`config.mk`:
```
export PLATFORM = sky130hd
export DESIGN_NAME = id_exe_stage_reg
export DESIGN_NICKNAME = d
export VERILOG_FILES = /design/src/rtl/id_exe_stage_reg_pkg.sv /design/src/rtl/id_exe_stage_reg_cond_check.sv /design/src/rtl/id_exe_stage_reg.sv
export SDC_FILE = /design/constraint.sdc
export NUM_CORES = 1
export LEC_CHECK = 0
export BUFFER_PORTS_ARGS = -buffer_cell sky130_fd_sc_hd__buf_2
export CAP_MARGIN = 20
export CORE_MARGIN = 8
export CORE_UTILIZATION = 35
export DETAILED_ROUTE_END_ITERATION = 6
export GPL_ROUTABILITY_DRIVEN = 0
export GPL_TIMING_DRIVEN = 1
export MAX_ROUTING_LAYER = met4
export PLACE_DENSITY = 0.66
export SYNTH_ARGS = -nofsm -noshare
export SYNTH_HDL_FRONTEND = slang
export SYNTH_SLANG_ARGS = --single-unit
```
`constraint.sdc`:
```
create_clock -name clk -period 1.97 [get_ports clk]
set_input_delay 0.394 -clock clk [delete_from_list [all_inputs] [get_ports clk]]
set_output_delay 0.394 -clock clk [all_outputs]
set_load 0.1 [all_outputs]
```
`src/rtl/id_exe_stage_reg_pkg.sv`:
```
// Shared decode/execute definitions: condition codes, NZCV bit positions,
// ALU commands, instruction types and the control bundle carried down the pipe.
package id_exe_stage_reg_pkg;

   typedef enum logic [3:0] {
      COND_EQ = 4'b0000,
      COND_NE = 4'b0001,
      COND_CS = 4'b0010,
      COND_CC = 4'b0011,
      COND_MI = 4'b0100,
      COND_PL = 4'b0101,
      COND_VS = 4'b0110,
      COND_VC = 4'b0111,
      COND_HI = 4'b1000,
      COND_LS = 4'b1001,
      COND_GE = 4'b1010,
      COND_LT = 4'b1011,
      COND_GT = 4'b1100,
      COND_LE = 4'b1101,
      COND_AL = 4'b1110,
      COND_NV = 4'b1111
   } cond_e;

   localparam int unsigned NZCV_N = 3;
   localparam int unsigned NZCV_Z = 2;
   localparam int unsigned NZCV_C = 1;
   localparam int unsigned NZCV_V = 0;

   typedef enum logic [3:0] {
      EXE_NOP = 4'b0000,
      EXE_MOV = 4'b0001,
      EXE_ADD = 4'b0010,
      EXE_ADC = 4'b0011,
      EXE_SUB = 4'b0100,
      EXE_SBC = 4'b0101,
      EXE_AND = 4'b0110,
      EXE_ORR = 4'b0111,
      EXE_EOR = 4'b1000,
      EXE_MVN = 4'b1001
   } alu_cmd_e;

   // Compare/test and load/store reuse the arithmetic encodings.
   localparam logic [3:0] EXE_CMP = EXE_SUB;
   localparam logic [3:0] EXE_TST = EXE_AND;
   localparam logic [3:0] EXE_LDR = EXE_ADD;
   localparam logic [3:0] EXE_STR = EXE_ADD;

   typedef enum logic [1:0] {
      INSTR_DP     = 2'b00,
      INSTR_MEM    = 2'b01,
      INSTR_BRANCH = 2'b10
   } instr_type_e;

   typedef struct packed {
      logic [3:0] exec_cmd;
      logic       mem_r_en;
      logic       mem_w_en;
      logic       wb_en;
      logic       status_w_en;
      logic       branch_taken;
      logic       imm;
   } ctrl_t;

endpackage

```
`src/rtl/id_exe_stage_reg_cond_check.sv`:
```
// Combinational ARM condition evaluation against the current NZCV flags.
module cond_check
   import id_exe_stage_reg_pkg::*;
(
   input  logic [3:0] cond,
   input  logic [3:0] status_in,
   output logic       cond_pass
);

   logic w_n, w_z, w_c, w_v;

   assign w_n = status_in[NZCV_N];
   assign w_z = status_in[NZCV_Z];
   assign w_c = status_in[NZCV_C];
   assign w_v = status_in[NZCV_V];

   always_comb begin
      cond_pass = 1'b0;
      case (cond)
         COND_EQ: cond_pass = w_z;
         COND_NE: cond_pass = ~w_z;
         COND_CS: cond_pass = w_c;
         COND_CC: cond_pass = ~w_c;
         COND_MI: cond_pass = w_n;
         COND_PL: cond_pass = ~w_n;
         COND_VS: cond_pass = w_v;
         COND_VC: cond_pass = ~w_v;
         COND_HI: cond_pass = w_c & ~w_z;
         COND_LS: cond_pass = ~w_c | w_z;
         COND_GE: cond_pass = (w_n == w_v);
         COND_LT: cond_pass = (w_n != w_v);
         COND_GT: cond_pass = ~w_z & (w_n == w_v);
         COND_LE: cond_pass = w_z | (w_n != w_v);
         COND_AL: cond_pass = 1'b1;
         default: cond_pass = 1'b0;
      endcase
   end

endmodule

```
`src/rtl/id_exe_stage_reg.sv`:
```
// ID/EXE pipeline register: condition-gated control capture with freeze,
// flush, bubble insertion and a saturating bubble counter.
module id_exe_stage_reg
   import id_exe_stage_reg_pkg::*;
#(
   parameter int unsigned DATA_W = 32,
   parameter int unsigned CNT_W  = 16
) (
   input  logic              clk,
   input  logic              rst_n,
   input  logic              freeze,
   input  logic              flush,
   input  logic              hazard,
   input  logic [3:0]        cond,
   input  logic [3:0]        status_in,
   input  logic [3:0]        exec_cmd_in,
   input  logic              mem_r_en_in,
   input  logic              mem_w_en_in,
   input  logic              wb_en_in,
   input  logic              status_w_en_in,
   input  logic              branch_taken_in,
   input  logic              imm_in,
   input  logic [DATA_W-1:0] pc_in,
   input  logic [DATA_W-1:0] val_rn_in,
   input  logic [DATA_W-1:0] val_rm_in,
   input  logic [11:0]       shift_operand_in,
   input  logic [23:0]       signed_imm24_in,
   input  logic [3:0]        dest_in,
   input  logic [3:0]        src1_in,
   input  logic [3:0]        src2_in,
   output logic [3:0]        exec_cmd,
   output logic              mem_r_en,
   output logic              mem_w_en,
   output logic              wb_en,
   output logic              status_w_en,
   output logic              branch_taken,
   output logic              imm,
   output logic [DATA_W-1:0] pc,
   output logic [DATA_W-1:0] val_rn,
   output logic [DATA_W-1:0] val_rm,
   output logic [11:0]       shift_operand,
   output logic [23:0]       signed_imm24,
   output logic [3:0]        dest,
   output logic [3:0]        src1,
   output logic [3:0]        src2,
   output logic              valid,
   output logic [CNT_W-1:0]  bubble_cnt
);

   localparam logic [CNT_W-1:0] CNT_ONE = CNT_W'(1);

   logic              w_cond_pass;
   logic              w_bubble;
   ctrl_t             w_ctrl_in;

   ctrl_t             r_ctrl;
   logic [DATA_W-1:0] r_pc;
   logic [DATA_W-1:0] r_val_rn;
   logic [DATA_W-1:0] r_val_rm;
   logic [11:0]       r_shift_operand;
   logic [23:0]       r_signed_imm24;
   logic [3:0]        r_dest;
   logic [3:0]        r_src1;
   logic [3:0]        r_src2;
   logic              r_valid;
   logic [CNT_W-1:0]  r_bubble_cnt;

   cond_check u_cond_check (
      .cond      (cond),
      .status_in (status_in),
      .cond_pass (w_cond_pass)
   );

   assign w_bubble  = hazard | ~w_cond_pass;
   assign w_ctrl_in = '{exec_cmd:     exec_cmd_in,
                        mem_r_en:     mem_r_en_in,
                        mem_w_en:     mem_w_en_in,
                        wb_en:        wb_en_in,
                        status_w_en:  status_w_en_in,
                        branch_taken: branch_taken_in,
                        imm:          imm_in};

   // Control path: flush kills, bubble zeroes control, otherwise capture.
   always_ff @(posedge clk or negedge rst_n) begin
      if (!rst_n) begin
         r_ctrl       <= '0;
         r_valid      <= 1'b0;
         r_bubble_cnt <= '0;
      end else if (!freeze) begin
         if (flush) begin
            r_ctrl  <= '0;
            r_valid <= 1'b0;
         end else if (w_bubble) begin
            r_ctrl  <= '0;
            r_valid <= 1'b0;
            if (r_bubble_cnt != '1) begin
               r_bubble_cnt <= r_bubble_cnt + CNT_ONE;
            end
         end else begin
            r_ctrl  <= w_ctrl_in;
            r_valid <= 1'b1;
         end
      end
   end

   // Data path: only a flush clears it; bubbles still carry operands.
   always_ff @(posedge clk or negedge rst_n) begin
      if (!rst_n) begin
         r_pc            <= '0;
         r_val_rn        <= '0;
         r_val_rm        <= '0;
         r_shift_operand <= '0;
         r_signed_imm24  <= '0;
         r_dest          <= '0;
         r_src1          <= '0;
         r_src2          <= '0;
      end else if (!freeze) begin
         if (flush) begin
            r_pc            <= '0;
            r_val_rn        <= '0;
            r_val_rm        <= '0;
            r_shift_operand <= '0;
            r_signed_imm24  <= '0;
            r_dest          <= '0;
            r_src1          <= '0;
            r_src2          <= '0;
         end else begin
            r_pc            <= pc_in;
            r_val_rn        <= val_rn_in;
            r_val_rm        <= val_rm_in;
            r_shift_operand <= shift_operand_in;
            r_signed_imm24  <= signed_imm24_in;
            r_dest          <= dest_in;
            r_src1          <= src1_in;
            r_src2          <= src2_in;
         end
      end
   end

   assign exec_cmd      = r_ctrl.exec_cmd;
   assign mem_r_en      = r_ctrl.mem_r_en;
   assign mem_w_en      = r_ctrl.mem_w_en;
   assign wb_en         = r_ctrl.wb_en;
   assign status_w_en   = r_ctrl.status_w_en;
   assign branch_taken  = r_ctrl.branch_taken;
   assign imm           = r_ctrl.imm;
   assign pc            = r_pc;
   assign val_rn        = r_val_rn;
   assign val_rm        = r_val_rm;
   assign shift_operand = r_shift_operand;
   assign signed_imm24  = r_signed_imm24;
   assign dest          = r_dest;
   assign src1          = r_src1;
   assign src2          = r_src2;
   assign valid         = r_valid;
   assign bubble_cnt    = r_bubble_cnt;

endmodule

```
==> metrics.csv <==
stage,metric,value,unit
critical_path,worst-path maximum fanout,3,
yosys,per-instance average area after synthesis,9.97,um^2
yosys,leading register cell type out of synthesis,dfrtp_1,
floorplan,Core Footprint,20300,um^2
power,internal power summed over all cells,0.00626,W
critical_path,Critical Path Sink Type,flip-flop,
route,via count,6176,
sta,Clock Skew,12.5,ps
route,DRC violation total after the first TritonRoute iteration,522,
yosys,Yosys cell types,42,
place,number of port buffers,337,
clock_network,TritonCTS clock tree,yes,
route,Routed WL per cell,16.2,um
global_route,vias in the first global route,6277,
clock_network,clock-pin slew reported for the worst setup and hold paths after clock tree synthesis,70,ps
yosys,net count after synthesis,897,
power,switching share of power,0.415,
route,detailed-router iteration count before antenna repair,4,
yosys,Synth Instances,729,
floorplan,IO Pins,338,
sta,Final Cycle Share,0.999,
worst_hold_path,path class of the lowest-slack min-delay path,in2reg,
place,placed cells,1320,
clock_network,# H-tree levels,4,
power,switching power,0.00445,W
power,part of the total power dissipated in sequential elements,0.374,
clock_network,latest clock arrival within the worst-skew pair,420,ps
sta,maximum clock frequency,508,MHz
layout,Layout area overhead,39.9,%
yosys,ys async rst share,1.00,
critical_path,CP Launch Point,bubble_cnt[11]$_DFFE_PN0P_,
critical_path,arrival time at the worst endpoint,2260,ps
global_route,maximum number of pins on one net before global-route repair,269,
sta,number of pins with negative max-slew slack in the final report,0,
floorplan,total number of placement rows,52,
route,post-route ant nets,0,
yosys,share of cell area taken by muxes after synthesis,0.00809,
yosys,combined area of all synthesized cells,7270,um^2
route,detailed-route wire length,22000,um
yosys,number of synthesized register bits,171,
power,Max VDD drop,871,uV
yosys,simple-gate portion of the synthesized area,0.222,
yosys,number of synthesized flops with an enable pin,0,
layout,Fill cells,1941,
clock_network,maximum clock insertion buffer count,2,
yosys,combinational family with the most area after synthesis,simple AND/OR/NAND/NOR gates,
power,fraction of power consumed by combinational cells,0.322,
sta,final setup violation count,0,
global_route,overall overflow remaining after global route,0,
worst_hold_path,start point of the worst min-delay path,exec_cmd_in[0],
global_route,initial antenna violation count,3,
critical_path,critical setup path kind,reg2reg,
clock_network,clock buffers created by TritonCTS,17,
floorplan,width of the die,160,um
sta,final hold viol count,0,
power,power per cell area,1050,nW/um^2
route,detail-routed via count per cell,4.55,
sta,slew at the pin with the worst max-slew slack,998,ps
power,total power,0.0107,W
global_route,global router's overall resource usage,0.174,
layout,number of nets in the final layout,1240,
critical_path,Reg2Reg Launch Point,bubble_cnt[11]$_DFFE_PN0P_,
clock_network,clock sink count,171,
clock_network,CTS Root Cell,clkbuf_16,
sta,clock period minus final worst setup slack,1970,ps
status,result of the run,"complete, no violations",
layout,share of cells above drive strength 1,0.412,
layout,filler-free cell count of the finished design,1357,
place,final HPWL from detailed placement,16300,um
floorplan,die span in y,160,um
power,clock share of power,0.303,
floorplan,area of the die,25600,um^2
route,DRC Markers,0,
floorplan,initial core utilization,0.358,
yosys,synthesis warning total,0,
critical_path,required time of the critical path,2260,ps
global_route,wire length of the first global-routing pass,35000,um
power,static leakage power,5.23,nW
yosys,"synthesized-area fraction occupied by ao, oa, aoi and oai cells",0.126,
yosys,adder-cell share of the synthesized area,0.00172,
critical_path,Setup crit start kind,flip-flop,
yosys,sequential cell area fraction in the yosys report,0.589,
sta,unrepaired setup endpoints after global routing,yes,
yosys,xor and xnor area share after synthesis,0.0193,
job,max-cap violations,0,
sta,relative max-transition margin,0.334,
## area by class of cell
class | count | area, um^2 | share of cell area
Clock inverter | 13 | 134 | 0.0132
Tap cell | 270 | 338 | 0.0332
Antenna cell | 3 | 7.51 | 0.000738
Timing Repair Buffer | 377 | 2060 | 0.202
Multi-Input combinational cell | 500 | 2870 | 0.282
Sequential cell | 171 | 4320 | 0.424
Inverter | 5 | 18.8 | 0.00185
Clock buffer | 18 | 429 | 0.0422
## cell usage after synthesis (2+ instances only)
cell      count  area [um^2]
o21ai_0     138          691
or4_1         2         15.0
xor2_1        8         70.1
inv_1         5         18.8
nor2_1        2         7.51
a31oi_1       2         12.5
nand2_1     143          537
buf_6         2         22.5
nand2b_1    136          851
and3_1        4         25.0
buf_2         2         10.0
mux2_2        3         33.8
buf_1         2         7.51
nand3_1       2         10.0
xnor2_1       8         70.1
a22o_2        6         60.1
nor3_1        6         30.0
nand3b_1      2         15.0
nand4_1       5         31.3
clkbuf_1     46          173
nor4_1        3         18.8
dfrtp_1     171         4280
a22o_1       12          105
## layout by cell type (no fill, tap or decap), types with 6 or more instances in the layout
cell type,instances
xor2_1,8
buf_2,335
nand2b_1,136
xnor2_1,8
buf_4,34
o21ai_0,137
dfrtp_2,8
clkbuf_16,17
nand2_1,143
dfrtp_1,156
a22o_1,12
dfrtp_4,7
a22o_4,6
## power by group through the flow
stage	Combinational, W	Sequential, W	Clock (W)
floorplan	0.000480	0.00619	0
global placement	0.00343	0.00406	0
detailed placement	0.00345	0.00407	0
CTS	0.00346	0.00400	0.00335
global route	0.00361	0.00404	0.00349
finish	0.00345	0.00401	0.00325
## sequential cells by signal, indices dropped and copies added (netlist names)
name           count
branch_taken       1
bubble_cnt        16
dest               4
exec_cmd           4
imm                1
mem_r_en           1
mem_w_en           1
pc                32
shift_operand     12
signed_imm24      24
src1               4
src2               4
status_w_en        1
val_rm            32
val_rn            32
valid              1
wb_en              1
## worst max-delay path, stage by stage, from the launching register on
cell and delay, ps:
dfrtp_4 480, and3_4 190, and3_4 170, and3_4 200, buf_4 140, or4_4 520
xnor2_1 140
## metal layers
layer / GRT usage / part of all wire / up-vias
li1: - / - / 3093
met2: 0.279 / 0.48 / 218
met4: 0.0442 / 0.011 / 0
met1: 0.210 / 0.44 / 2850
met3: 0.0530 / 0.065 / 15
met5: - / 0 / -
## worst paths after layout
check	end	slack [ps]	cells past startpoint
max reg2reg	bubble_cnt[15]$_DFFE_PN0P_	2	6
max	bubble_cnt[15]$_DFFE_PN0P_	2	6
min	exec_cmd[0]$_DFFE_PN0N_	190	2
min reg2reg	signed_imm24[4]$_DFFE_PN0N_	480	2
max in group asynchronous	bubble_cnt[7]$_DFFE_PN0P_	900	3
min in group asynchronous	val_rm[6]$_DFFE_PN0N_	380	2
## through the flow
| stage | TNS [ps] | setup WS, ps | instance area (um^2) | hold WS [ps] | util |
|---|---|---|---|---|---|
| floorplan | -6070 | -298 | 7440 | 98.4 | - |
| global placement | -7210 | -397 | 9570 | 237 | 0.471 |
| detailed placement | -8100 | -430 | 9570 | 237 | 0.471 |
| CTS | 0 | 5.88 | 10100 | 167 | 0.500 |
| global route | -82.1 | -36.7 | 10200 | 176 | 0.501 |
| finish | 0 | 2.35 | 10200 | 191 | 0.501 |
## repair_timing
| action | in CTS | in global routing |
|---|---|---|
| pin swaps | 2 | 4 |
| hold buffers | 1 | 0 |
| endpoints found under the setup margin | 4 | 6 |
| gates cloned | 0 | 0 |
| resized for setup | 0 | 2 |
| setup buffers | 0 | 2 |
| endpoints found under the hold margin | 13 | 0 |
## logic make-up after synthesis
family	count (synthesis)
and+or+nand+nor	314
DFF	171
AOI/OAI and AO/OA	164
buffers and inverters	58
xor gates and xnor gates	16
muxes	5
adders and majority gates	1
(Power assumes the default switching activity.)
